## config.mk

```make
export PLATFORM = sky130hd
export DESIGN_NAME = mem_port_arbiter
export DESIGN_NICKNAME = d
export VERILOG_FILES = /design/src/rtl/mem_port_arbiter.sv
export SDC_FILE = /design/constraint.sdc
export NUM_CORES = 1
export LEC_CHECK = 0
export BUFFER_PORTS_ARGS = -buffer_cell sky130_fd_sc_hd__buf_2
export CAP_MARGIN = 25
export CORE_ASPECT_RATIO = 1.2
export CORE_MARGIN = 2
export CORE_UTILIZATION = 45
export CTS_CLUSTER_SIZE = 14
export DETAILED_ROUTE_END_ITERATION = 10
export HOLD_SLACK_MARGIN = 0.08
export PLACE_DENSITY = 0.77
export SKIP_LAST_GASP = 1
export SLEW_MARGIN = 20
export SYNTH_ARGS = -nofsm -noshare
export SYNTH_HDL_FRONTEND = slang
export SYNTH_SLANG_ARGS = --single-unit
```

## constraint.sdc

```tcl
create_clock -name clk -period 1.68 [get_ports clk]
set_input_delay 0.252 -clock clk [delete_from_list [all_inputs] [get_ports clk]]
set_output_delay 0.252 -clock clk [all_outputs]
set_load 0.1 [all_outputs]
```

## src/rtl/mem_port_arbiter.sv

```systemverilog
// mem_port_arbiter: shares one single-port memory between the fetch stage
// (reads only) and the execute stage (loads, plus read-modify-write stores).
// Only one backend transaction is ever in flight. Contention in IDLE is broken
// round-robin, and a store's write-back is issued before any new read is granted.
// All outputs are registered and arb_state exposes the FSM state for debug.
module mem_port_arbiter #(
  parameter int XLEN           = 32,
  parameter int READ_ADDR_SIZE = 32
) (
  input  logic                      clk,
  input  logic                      rst,
  // fetch stage
  input  logic                      fetch_readEn,
  input  logic [READ_ADDR_SIZE-1:0] fetch_readAddr,
  output logic                      fetch_readFin,
  output logic [XLEN-1:0]           fetch_readData,
  // execute stage
  input  logic                      exec_readEn,
  input  logic [READ_ADDR_SIZE-1:0] exec_readAddr,
  input  logic                      exec_writeEn,
  input  logic [READ_ADDR_SIZE-1:0] exec_writeAddr,
  input  logic [XLEN-1:0]           exec_writeData,
  output logic                      exec_readFin,
  output logic [XLEN-1:0]           exec_readData,
  // memory backend
  output logic                      mem_req,
  output logic                      mem_we,
  output logic [READ_ADDR_SIZE-1:0] mem_addr,
  output logic [XLEN-1:0]           mem_wdata,
  input  logic                      mem_ack,
  input  logic [XLEN-1:0]           mem_rdata,
  // debug
  output logic [2:0]                arb_state
);

  typedef enum logic [2:0] {
    IDLE    = 3'd0,
    F_BUSY  = 3'd1,
    F_DONE  = 3'd2,
    E_BUSY  = 3'd3,
    E_DONE  = 3'd4,
    WR_BUSY = 3'd5
  } state_e;

  // Which requester won the most recent grant.
  localparam logic GNT_FETCH = 1'b0;
  localparam logic GNT_EXEC  = 1'b1;

  state_e                    state_q, state_d;
  logic                      last_grant_q, last_grant_d;
  logic                      wr_pending_q, wr_pending_d;
  // High only during the first cycle spent in E_DONE; the single cycle in
  // which a store's write request is accepted.
  logic                      e_entry_q, e_entry_d;
  logic [READ_ADDR_SIZE-1:0] wr_addr_q, wr_addr_d;
  logic [XLEN-1:0]           wr_data_q, wr_data_d;

  logic                      mem_req_q, mem_req_d;
  logic                      mem_we_q, mem_we_d;
  logic [READ_ADDR_SIZE-1:0] mem_addr_q, mem_addr_d;
  logic [XLEN-1:0]           mem_wdata_q, mem_wdata_d;
  logic                      f_fin_q, f_fin_d;
  logic                      e_fin_q, e_fin_d;
  logic [XLEN-1:0]           f_data_q, f_data_d;
  logic [XLEN-1:0]           e_data_q, e_data_d;

  logic                      wr_take;
  logic                      grant_exec;

  // Next-state and next-output logic; every register holds unless a state acts.
  always_comb begin
    state_d      = state_q;
    last_grant_d = last_grant_q;
    wr_pending_d = wr_pending_q;
    e_entry_d    = 1'b0;
    wr_addr_d    = wr_addr_q;
    wr_data_d    = wr_data_q;
    mem_req_d    = mem_req_q;
    mem_we_d     = mem_we_q;
    mem_addr_d   = mem_addr_q;
    mem_wdata_d  = mem_wdata_q;
    f_fin_d      = f_fin_q;
    e_fin_d      = e_fin_q;
    f_data_d     = f_data_q;
    e_data_d     = e_data_q;
    wr_take      = 1'b0;
    // Execute wins when alone, or on contention when fetch had the last grant.
    grant_exec   = exec_readEn && (!fetch_readEn || (last_grant_q == GNT_FETCH));

    unique case (state_q)
      IDLE: begin
        if (grant_exec) begin
          state_d      = E_BUSY;
          last_grant_d = GNT_EXEC;
          mem_req_d    = 1'b1;
          mem_we_d     = 1'b0;
          mem_addr_d   = exec_readAddr;
        end else if (fetch_readEn) begin
          state_d      = F_BUSY;
          last_grant_d = GNT_FETCH;
          mem_req_d    = 1'b1;
          mem_we_d     = 1'b0;
          mem_addr_d   = fetch_readAddr;
        end
      end

      F_BUSY: begin
        if (mem_ack) begin
          f_data_d  = mem_rdata;
          f_fin_d   = 1'b1;
          mem_req_d = 1'b0;
          state_d   = F_DONE;
        end
      end

      F_DONE: begin
        if (!fetch_readEn) begin
          f_fin_d = 1'b0;
          state_d = IDLE;
        end
      end

      E_BUSY: begin
        if (mem_ack) begin
          e_data_d  = mem_rdata;
          e_fin_d   = 1'b1;
          mem_req_d = 1'b0;
          e_entry_d = 1'b1;
          state_d   = E_DONE;
        end
      end

      E_DONE: begin
        // Only the entry cycle may latch a write, so a stalled execute stage
        // holding writeEn high still produces exactly one write-back.
        wr_take = e_entry_q && exec_writeEn;
        if (wr_take) begin
          wr_addr_d    = exec_writeAddr;
          wr_data_d    = exec_writeData;
          wr_pending_d = 1'b1;
        end
        if (!exec_readEn) begin
          e_fin_d = 1'b0;
          if (wr_pending_q || wr_take) begin
            state_d     = WR_BUSY;
            mem_req_d   = 1'b1;
            mem_we_d    = 1'b1;
            mem_addr_d  = wr_take ? exec_writeAddr : wr_addr_q;
            mem_wdata_d = wr_take ? exec_writeData : wr_data_q;
          end else begin
            state_d = IDLE;
          end
        end
      end

      WR_BUSY: begin
        if (mem_ack) begin
          wr_pending_d = 1'b0;
          mem_req_d    = 1'b0;
          mem_we_d     = 1'b0;
          state_d      = IDLE;
        end
      end

      default: begin
        state_d   = IDLE;
        mem_req_d = 1'b0;
        mem_we_d  = 1'b0;
        f_fin_d   = 1'b0;
        e_fin_d   = 1'b0;
      end
    endcase
  end

  // State and output registers; reset drops any in-flight or pending work.
  always_ff @(posedge clk) begin
    if (rst) begin
      state_q      <= IDLE;
      last_grant_q <= GNT_FETCH;
      wr_pending_q <= 1'b0;
      e_entry_q    <= 1'b0;
      wr_addr_q    <= '0;
      wr_data_q    <= '0;
      mem_req_q    <= 1'b0;
      mem_we_q     <= 1'b0;
      mem_addr_q   <= '0;
      mem_wdata_q  <= '0;
      f_fin_q      <= 1'b0;
      e_fin_q      <= 1'b0;
      f_data_q     <= '0;
      e_data_q     <= '0;
    end else begin
      state_q      <= state_d;
      last_grant_q <= last_grant_d;
      wr_pending_q <= wr_pending_d;
      e_entry_q    <= e_entry_d;
      wr_addr_q    <= wr_addr_d;
      wr_data_q    <= wr_data_d;
      mem_req_q    <= mem_req_d;
      mem_we_q     <= mem_we_d;
      mem_addr_q   <= mem_addr_d;
      mem_wdata_q  <= mem_wdata_d;
      f_fin_q      <= f_fin_d;
      e_fin_q      <= e_fin_d;
      f_data_q     <= f_data_d;
      e_data_q     <= e_data_d;
    end
  end

  assign fetch_readFin  = f_fin_q;
  assign fetch_readData = f_data_q;
  assign exec_readFin   = e_fin_q;
  assign exec_readData  = e_data_q;
  assign mem_req        = mem_req_q;
  assign mem_we         = mem_we_q;
  assign mem_addr       = mem_addr_q;
  assign mem_wdata      = mem_wdata_q;
  assign arb_state      = state_q;

endmodule

```

==> impl_results.md, run 1 <==
* Result of the run: finished, violations left
* Failing checks: negative setup slack
* Clock tree skew after final layout at 0.008889 ns
* Number of sinks handled by clock tree synthesis at 202
* Synth unique cells at 36
* Max VDD drop at 0.9111 mV
* Yosys top cell area share at 49.10%
* Die span in y at 152.2 µm
* Register share of total power at approximately 41%
* Endpoint kind of the worst setup timing path: register
* Overall die width at 127.5 µm
* Clock-pin slew on the worst setup and hold paths at 0.06 ns
* Top-Level Pins at 301
* CTS root buf: clkbuf_16
* Most frequent cells after synthesis: nand2_1, dfxtp_1, a21oi_1
* Number of maximum-capacitance constraint violations at 0
* Area of all sequential standard cells at a little over 4000 µm²
* DR WL/cell at 17.20 µm
* Share of layout cells above drive strength 1 at between 20% and 30%
* Register area share after synthesis at 49.10%
* Post-route worst setup slack at -0.06640 ns
* Proportion of total power due to net switching at 33.86%
* Top achievable clock speed at roughly 570 MHz
* Detailed-route DRC error count at 0
* Hold Worst Slack at around 0.11 ns
* Startpoint type of the worst setup path: register
* Dominant cell type by area after synthesis: dfxtp_1
* Endpoint arrival time on the critical path at ~2.1 ns
* Main area contributors after synthesis: dfxtp_1, nand2_1, a21oi_1
* Placer's final routability congestion estimate at approximately 0.86
* Post-synthesis register bit count at 202
* Initial DRT Pass Iterations at 5
* Via count of the first global-routing pass at 8604
* Type of the worst min-delay path: in2reg
* Count of flip-flops with a built-in enable after synthesis at 0
* Core area at about 18000 µm²
* Critical path peak fanout at 8
* Overall power at 12.44 mW
* Post-synthesis average cell area at 8.327 µm²
* Total Die Area at 19400 µm²
* Global-route wire length before repair at about 43000 µm
* Mapped cell area at about 8200 µm²
* Layout overhead on the synthesized area at 46.70%
* Maximum number of buffers from clock root to sink at 3
* Clock network power share at 34.1%
* Combined area of the multi-input logic cells at 3910 µm²
* Antenna violations before repair at 3
* Half-perimeter wire length after detailed placement at 16780 µm
* Final hold violation count at 0
* Post-Place Cells at around 1500
* Lkg Pwr at 4.983 nW
* Row cnt at 54
* Setup Viol. Count Final at 21
* Internal power at 8.231 mW
* Iter 0 DRT Violations at 566
* Critical path class: reg2reg
* Final Slew Violations at 0
* Max-slew headroom at around three fifths
* Routed wire length at 27670 µm
* Required time reported for the critical path endpoint at around 2.0 ns
* Final global-route overflow total at 0
* H-tree levels at 1
* Count of filler cells inserted in the layout at about 1400
* Global routing usage summed across all routing layers at 26.94%
* Number of vias per cell after detailed routing at 5.441
* Count of port buffers added during placement at 300
* Via total after detailed routing at ~8800
* Post-layout net count at 1543
* Async set or reset register ratio after synthesis at 0%
* Number of buffers created by CTS at 21
* Switching power at 4.213 mW
* Cell with the most instances after synthesis: nand2_1
* Remaining antenna violation count after routing at 0
* Initial standard-cell utilization of the core at 45.65%
* Pin count of the biggest net entering global routing at 82
* Synth Instances at around 990
* RSZ-0062 raised after global routing: yes
* Number of cells in the finished layout apart from fillers at 1609
* Worst slew pin tran at between 0.5 and 0.6 ns
* Portion of the clock cycle consumed by the worst path in the final layout at 104.0%
* Total number of yosys warnings at 0
* Portion of total power attributed to combinational logic at ~25%
* Power per cell area at 1030 nW/µm²
* Syn nets at ~1200
* Flip-flop cell with the highest count after synthesis: dfxtp_1
* Time the worst path needs with I/O delays and setup at 1.746 ns
* CTS tree: built
* Insertion delay to the later sink of the worst-skew pair at just under 0.5 ns
[metal layers]
metal	wire length, µm	vias to the layer above	track usage (%)
met1	10450	4090	31.07
met2	13660	420	47.26
li1	-	4164	-
met4	882	2	10.15
met3	2668	78	7.374
met5	11	-	0
[metrics by stage]
stage               setup WS [ns]  utilization, %  cell area (µm²)  setup TNS (ns)
finish                   -0.06640           66.97            12080         -0.2404
global route             -0.08763           66.97            12080          -2.272
CTS                      -0.06006           66.65            12020          -1.347
detailed placement       -0.09321           57.30            10340          -1.416
global placement         -0.03154           57.30            10340         -0.3056
floorplan                 -0.1297               -             8325          -7.114
[layout make-up]
class	count	share of cell area [%]
flip-flops and latches	202	33.56
multi-input cells	700	32.36
repair buffers	449	26.69
clock buffers	26	4.754
well taps	224	2.320
clock inverters	4	0.1968
inverters	3	0.09321
diodes	1	0.02071
[cell usage in the layout (no fill, tap or decap), types with 2 or more instances in the layout]
cell / n
o21ai_0: 3
and2_1: 2
mux2i_1: 64
buf_4: 26
a22oi_1: 32
buf_2: 297
a21oi_1: 170
buf_12: 22
nand2_1: 292
clkbuf_1: 2
nor3_1: 3
a22o_1: 32
and2_4: 2
clkbuf_8: 3
buf_6: 5
clkbuf_16: 22
o31a_1: 2
clkinv_2: 3
nor2_1: 37
inv_1: 3
nand3b_1: 2
dfxtp_4: 3
dlygate4sd3_1: 96
a211oi_2: 13
dfxtp_1: 199
nor2_4: 3
nor2b_1: 2
nor3_4: 2
a211oi_1: 20
[power by group through the flow]
stage / Sequential [mW] / Combinational (mW) / Clock [mW]
global placement: 5.21 / 2.84 / 0
floorplan: 6.63 / 0.664 / 0
CTS: 5.11 / 3.06 / 4.31
detailed placement: 5.21 / 2.87 / 0
finish: 5.11 / 3.09 / 4.24
global route: 5.13 / 3.23 / 4.51
[final timing paths]
path | start | to | slack (ns) | cells after the start
setup reg to reg | arb_state[1] | mem_wdata[10] | -0.07 | 6
setup / recovery | arb_state[1] | mem_wdata[10] | -0.07 | 6
hold / removal | rst | wr_data_q[30] | 0.11 | 2
hold reg to reg | fetch_readData[10] | fetch_readData[10] | 0.45 | 2
[kinds of logic after synthesis]
| group | Yosys count | synth area share [%] |
|---|---|---|
| flip-flops | 202 | 49.10 |
| buffers and inverters | 87 | 4.634 |
| multiplexers | 64 | 7.779 |
| AND/OR/NAND/NOR | 354 | 16.83 |
| AO/OA/AOI/OAI | 282 | 21.65 |
[critical path, cell delays in order, from the launching register on]
cell      delay [ns]
dfxtp_4         0.34
or3b_4          0.40
nor3_4          0.14
buf_6           0.15
buf_16          0.12
nor2_1          0.05
a211oi_1        0.39
[what timing repair did]
| item | 4_1_cts | 5_1_grt |
|---|---|---|
| gates cloned | 3 | 1 |
| hold buffers | 96 | 0 |
| resized for setup | 7 | 8 |
| pin swaps | 7 | 4 |
| buffers inserted | 6 | 0 |
| setup endpoints to repair | 60 | 63 |
| hold endpoints to repair | 128 | 0 |
[sequential cells by signal, indices dropped and copies added (netlist names)]
name	count
fetch_readData	32
wr_pending_q	1
exec_readData	32
exec_readFin	1
mem_req	1
fetch_readFin	1
mem_we	1
mem_wdata	32
mem_addr	32
last_grant_q	1
wr_data_q	32
e_entry_q	1
wr_addr_q	32
arb_state	3
No activity file was read; power rests on OpenSTA's default activity.
==> run 2, diff against run 1 <==
--- a/config.mk
+++ b/config.mk
@@ -5,11 +5,12 @@
 export SDC_FILE = /design/constraint.sdc
 export NUM_CORES = 1
 export LEC_CHECK = 0
+export ABC_AREA = 1
 export BUFFER_PORTS_ARGS = -buffer_cell sky130_fd_sc_hd__buf_2
 export CAP_MARGIN = 25
 export CORE_ASPECT_RATIO = 1.2
 export CORE_MARGIN = 2
-export CORE_UTILIZATION = 45
+export CORE_UTILIZATION = 46
 export CTS_CLUSTER_SIZE = 14
 export DETAILED_ROUTE_END_ITERATION = 10
 export HOLD_SLACK_MARGIN = 0.08
==> run 2 against run 1 <==
Compared with the run above:
- the flow now finishes without violations
- first-iteration DRC count shrank 3.0%
- clock power up 8.5%
- worst setup slack improved by 0.097 ns
- synthesized cell count grew 29%
- clock skew is 0.0019 ns lower
- cell count increased by 16%
- sequential share of layout area is 0.91 points higher
==> impl_results.md, run 2 <==
* Placer's final routability congestion estimate at 0.8398
* RSZ-0062 raised after global routing: no
* Post-synthesis average cell area at ~6.9 µm²
* Finished layout cell area at between 10000 and 15000 µm²
* Syn nets at 1442
* Clock-pin slew on the worst setup and hold paths at 0.06 ns
* Initial DRT Pass Iterations at 5
* Most common library cell in the layout ignoring fill and taps: nand2_1
* Routed wire length at 26360 µm
* Max layer used: met4
* Wire length on met3 at about 1600 µm
* Post-CTS repair timing setup buffer count at 0
* Final global-route overflow total at 0
* Area share of xor/xnor cells in the synthesized design at 0%
* Overall power at around 18 mW
* Hold Worst Slack at 0.1700 ns
* Total number of yosys warnings at 0
* CTS tree: built
* Wire length the detailed router placed on met1 at 11000 µm
* Number of maximum-capacitance constraint violations at 0
* Share of layout cells above drive strength 1 at between 20% and 30%
* Clock tree skew after final layout at 0.007001 ns
* Clock network power share at about a quarter
* Total Die Area at 20170 µm²
* Post-synthesis mux area share at 0%
* Time the worst path needs with I/O delays and setup at 1.649 ns
* CTS root buf: clkbuf_16
* Portion of the clock cycle consumed by the worst path in the final layout at 98.16%
* Via count of the first global-routing pass at 8672
* Max-slew headroom at between 60% and 70%
* Endpoint arrival time on the critical path at 1.40 ns
* Share of the core filled with cells in the final layout at between 60 and 70%
* Cell with the most instances after synthesis: nand2_1
* Die span in y at 155.2 µm
* Startpoint type of the worst setup path: register
* Switching power at 8.677 mW
* Post-layout net count at 1765
* Async set or reset register ratio after synthesis at 0%
* Row cnt at 55
* Setup Viol. Count Final at 0
* Power per cell area at 1563 nW/µm²
* Core area at 18790 µm²
* Critical path peak fanout at 9
* Mapped cell area at 8761 µm²
* Register area share after synthesis at 46.16%
* Post-route worst setup slack at 0.03092 ns
* Synth unique cells at 26
* Compound-gate portion of the synthesized area at between 10% and 20%
* Post-synthesis register bit count at ~200
* DR WL/cell at 14.11 µm
* Number of buffers created by CTS at 21
* Portion of total power attributed to combinational logic at 43.2%
* Global-route wire length before repair at 41300 µm
* Largest stage delay on the critical path at 0.47 ns
* Number of cells in the finished layout apart from fillers at 1868
* Initial standard-cell utilization of the core at 46.63%
* Simple-gate portion of the synthesized area at 27.05%
* Largest family of logic cells by synthesized area: simple AND/OR/NAND/NOR gates
* Count of port buffers added during placement at 300
* Via total after detailed routing at 9372
* Final Slew Violations at 0
* Dominant cell type by area after synthesis: dfxtp_1
* Buffer and inverter count on the worst path at 1
* Remaining antenna violation count after routing at 0
* Register share of total power at a little under a third
* Count of flip-flops with a built-in enable after synthesis at 0
* Number of vias per cell after detailed routing at 5.017
* Top-Level Pins at around 300
* Flip-flop cell with the highest count after synthesis: dfxtp_1
* Proportion of total power due to net switching at 47.19%
* Internal power at 9.711 mW
* Result of the run: finished, final reports clean
* Synth Instances at 1276
* Global routing usage summed across all routing layers at 24.88%
* Crit path cell chain: buf_2
* Half-perimeter wire length after detailed placement at 16840 µm
* Iter 0 DRT Violations at 549
* Type of the worst min-delay path: in2reg
* Worst path slowest cell: buf_2
* Final hold violation count at 0
* Lkg Pwr at 5.705 nW
* Worst slew pin tran at between 0.5 and 0.6 ns
* Yosys top cell area share at 46.16%
* Max VDD drop at 1.173 mV
* H-tree levels at 1
* Main area contributors after synthesis: dfxtp_1, nand2_1, nor2_1
* Count of filler cells inserted in the layout at 1696
* Top achievable clock speed at 606.4 MHz
* Detailed-route DRC error count at 0
* Post-place setup slack at ~0.18 ns
* Insertion delay to the later sink of the worst-skew pair at 0.49 ns
* Maximum number of buffers from clock root to sink at 3
* Critical path class: reg2out
* Number of sinks handled by clock tree synthesis at approximately 200
* Area share of fa/ha/maj cells after synthesis at 0%
* Post-Place Cells at 1767
* Most frequent cells after synthesis: nand2_1, nor2_1, dfxtp_1
* Length of routed met2 wiring at roughly 13000 µm
* Layout overhead on the synthesized area at 34.28%
* Required time reported for the critical path endpoint at 1.43 ns
* Total Negative Setup Slacks at 0 ns
* Category of cells accounting for the largest share of critical-path delay: buffers and inverters
* Endpoint kind of the worst setup timing path: primary output
* Total cell area at the placement stage at ~10000 µm²
* Pin count of the biggest net entering global routing at roughly 100
* Highest-count cells in the layout ignoring fill and taps: nand2_1, buf_2, nor2_1, dfxtp_1, o21ai_0
* Overall die width at 130.0 µm
* Antenna violations before repair at 1
==> run 2: cell count changes after synthesis, moves of 24 or more <==
cell / change
mux2i_1: -64
a22oi_1: -32
nor2_1: +168
a22o_1: -32
o21ai_0: +137
nand3_1: +71
a31oi_1: +32
a21oi_1: -66
o21ai_1: +24
inv_1: +71
==> run 2: power by group through the flow <==
| stage | logic [mW] | registers, mW | clock network (mW) |
|---|---|---|---|
| final | 7.94 | 5.85 | 4.60 |
| after global placement | 7.74 | 5.91 | 0 |
| after CTS | 7.94 | 5.84 | 4.68 |
| after detailed placement | 7.79 | 5.94 | 0 |
| after floorplan | 2.32 | 10.2 | 0 |
| after global routing | 8.47 | 5.92 | 4.86 |
==> run 2: worst paths after layout <==
kind | start | to | slack [ns] | cells after the start
min reg2reg | exec_readData[0] | exec_readData[0] | 0.46 | 2
max reg2reg | arb_state[1] | mem_addr[28] | 0.18 | 9
max | arb_state[2] | arb_state[2] | 0.03 | 1
min | exec_readAddr[26] | mem_addr[26] | 0.17 | 5
==> run 2: cell type report <==
cell class	instances	area (µm²)	area share, %
tap	256	320.3	2.723
antenna	1	2.502	0.02127
timing repair buffer	392	2457	20.89
multi-input combinational	903	3960	33.66
clock inverter	4	46.29	0.3935
clock buffer	31	624.3	5.307
sequential	202	4055	34.47
inverter	79	297.8	2.531
==> run 2: kinds of logic (layout without fill, tap and decap cells) <==
kind of cell / after synthesis / after routing
AOI/OAI and AO/OA: 305 / 305
DFF: 202 / 202
other: 0 / 1
and+or+nand+nor: 598 / 598
buffers and inverters: 171 / 506
==> run 2: per-layer routing <==
layer  up-vias  global-route usage [%]
li1       4757                       -
met1      4207                   30.12
met2       340                   43.06
met3        68                   3.508
met4         0                   11.98
met5         -                       0
==> run 2: what timing repair did <==
item                                    in CTS  in global routing
hold buffers                                65                  0
endpoints found under the setup margin       0                  0
hold endpoints to repair                    97                  0
resized for setup                            0                  0
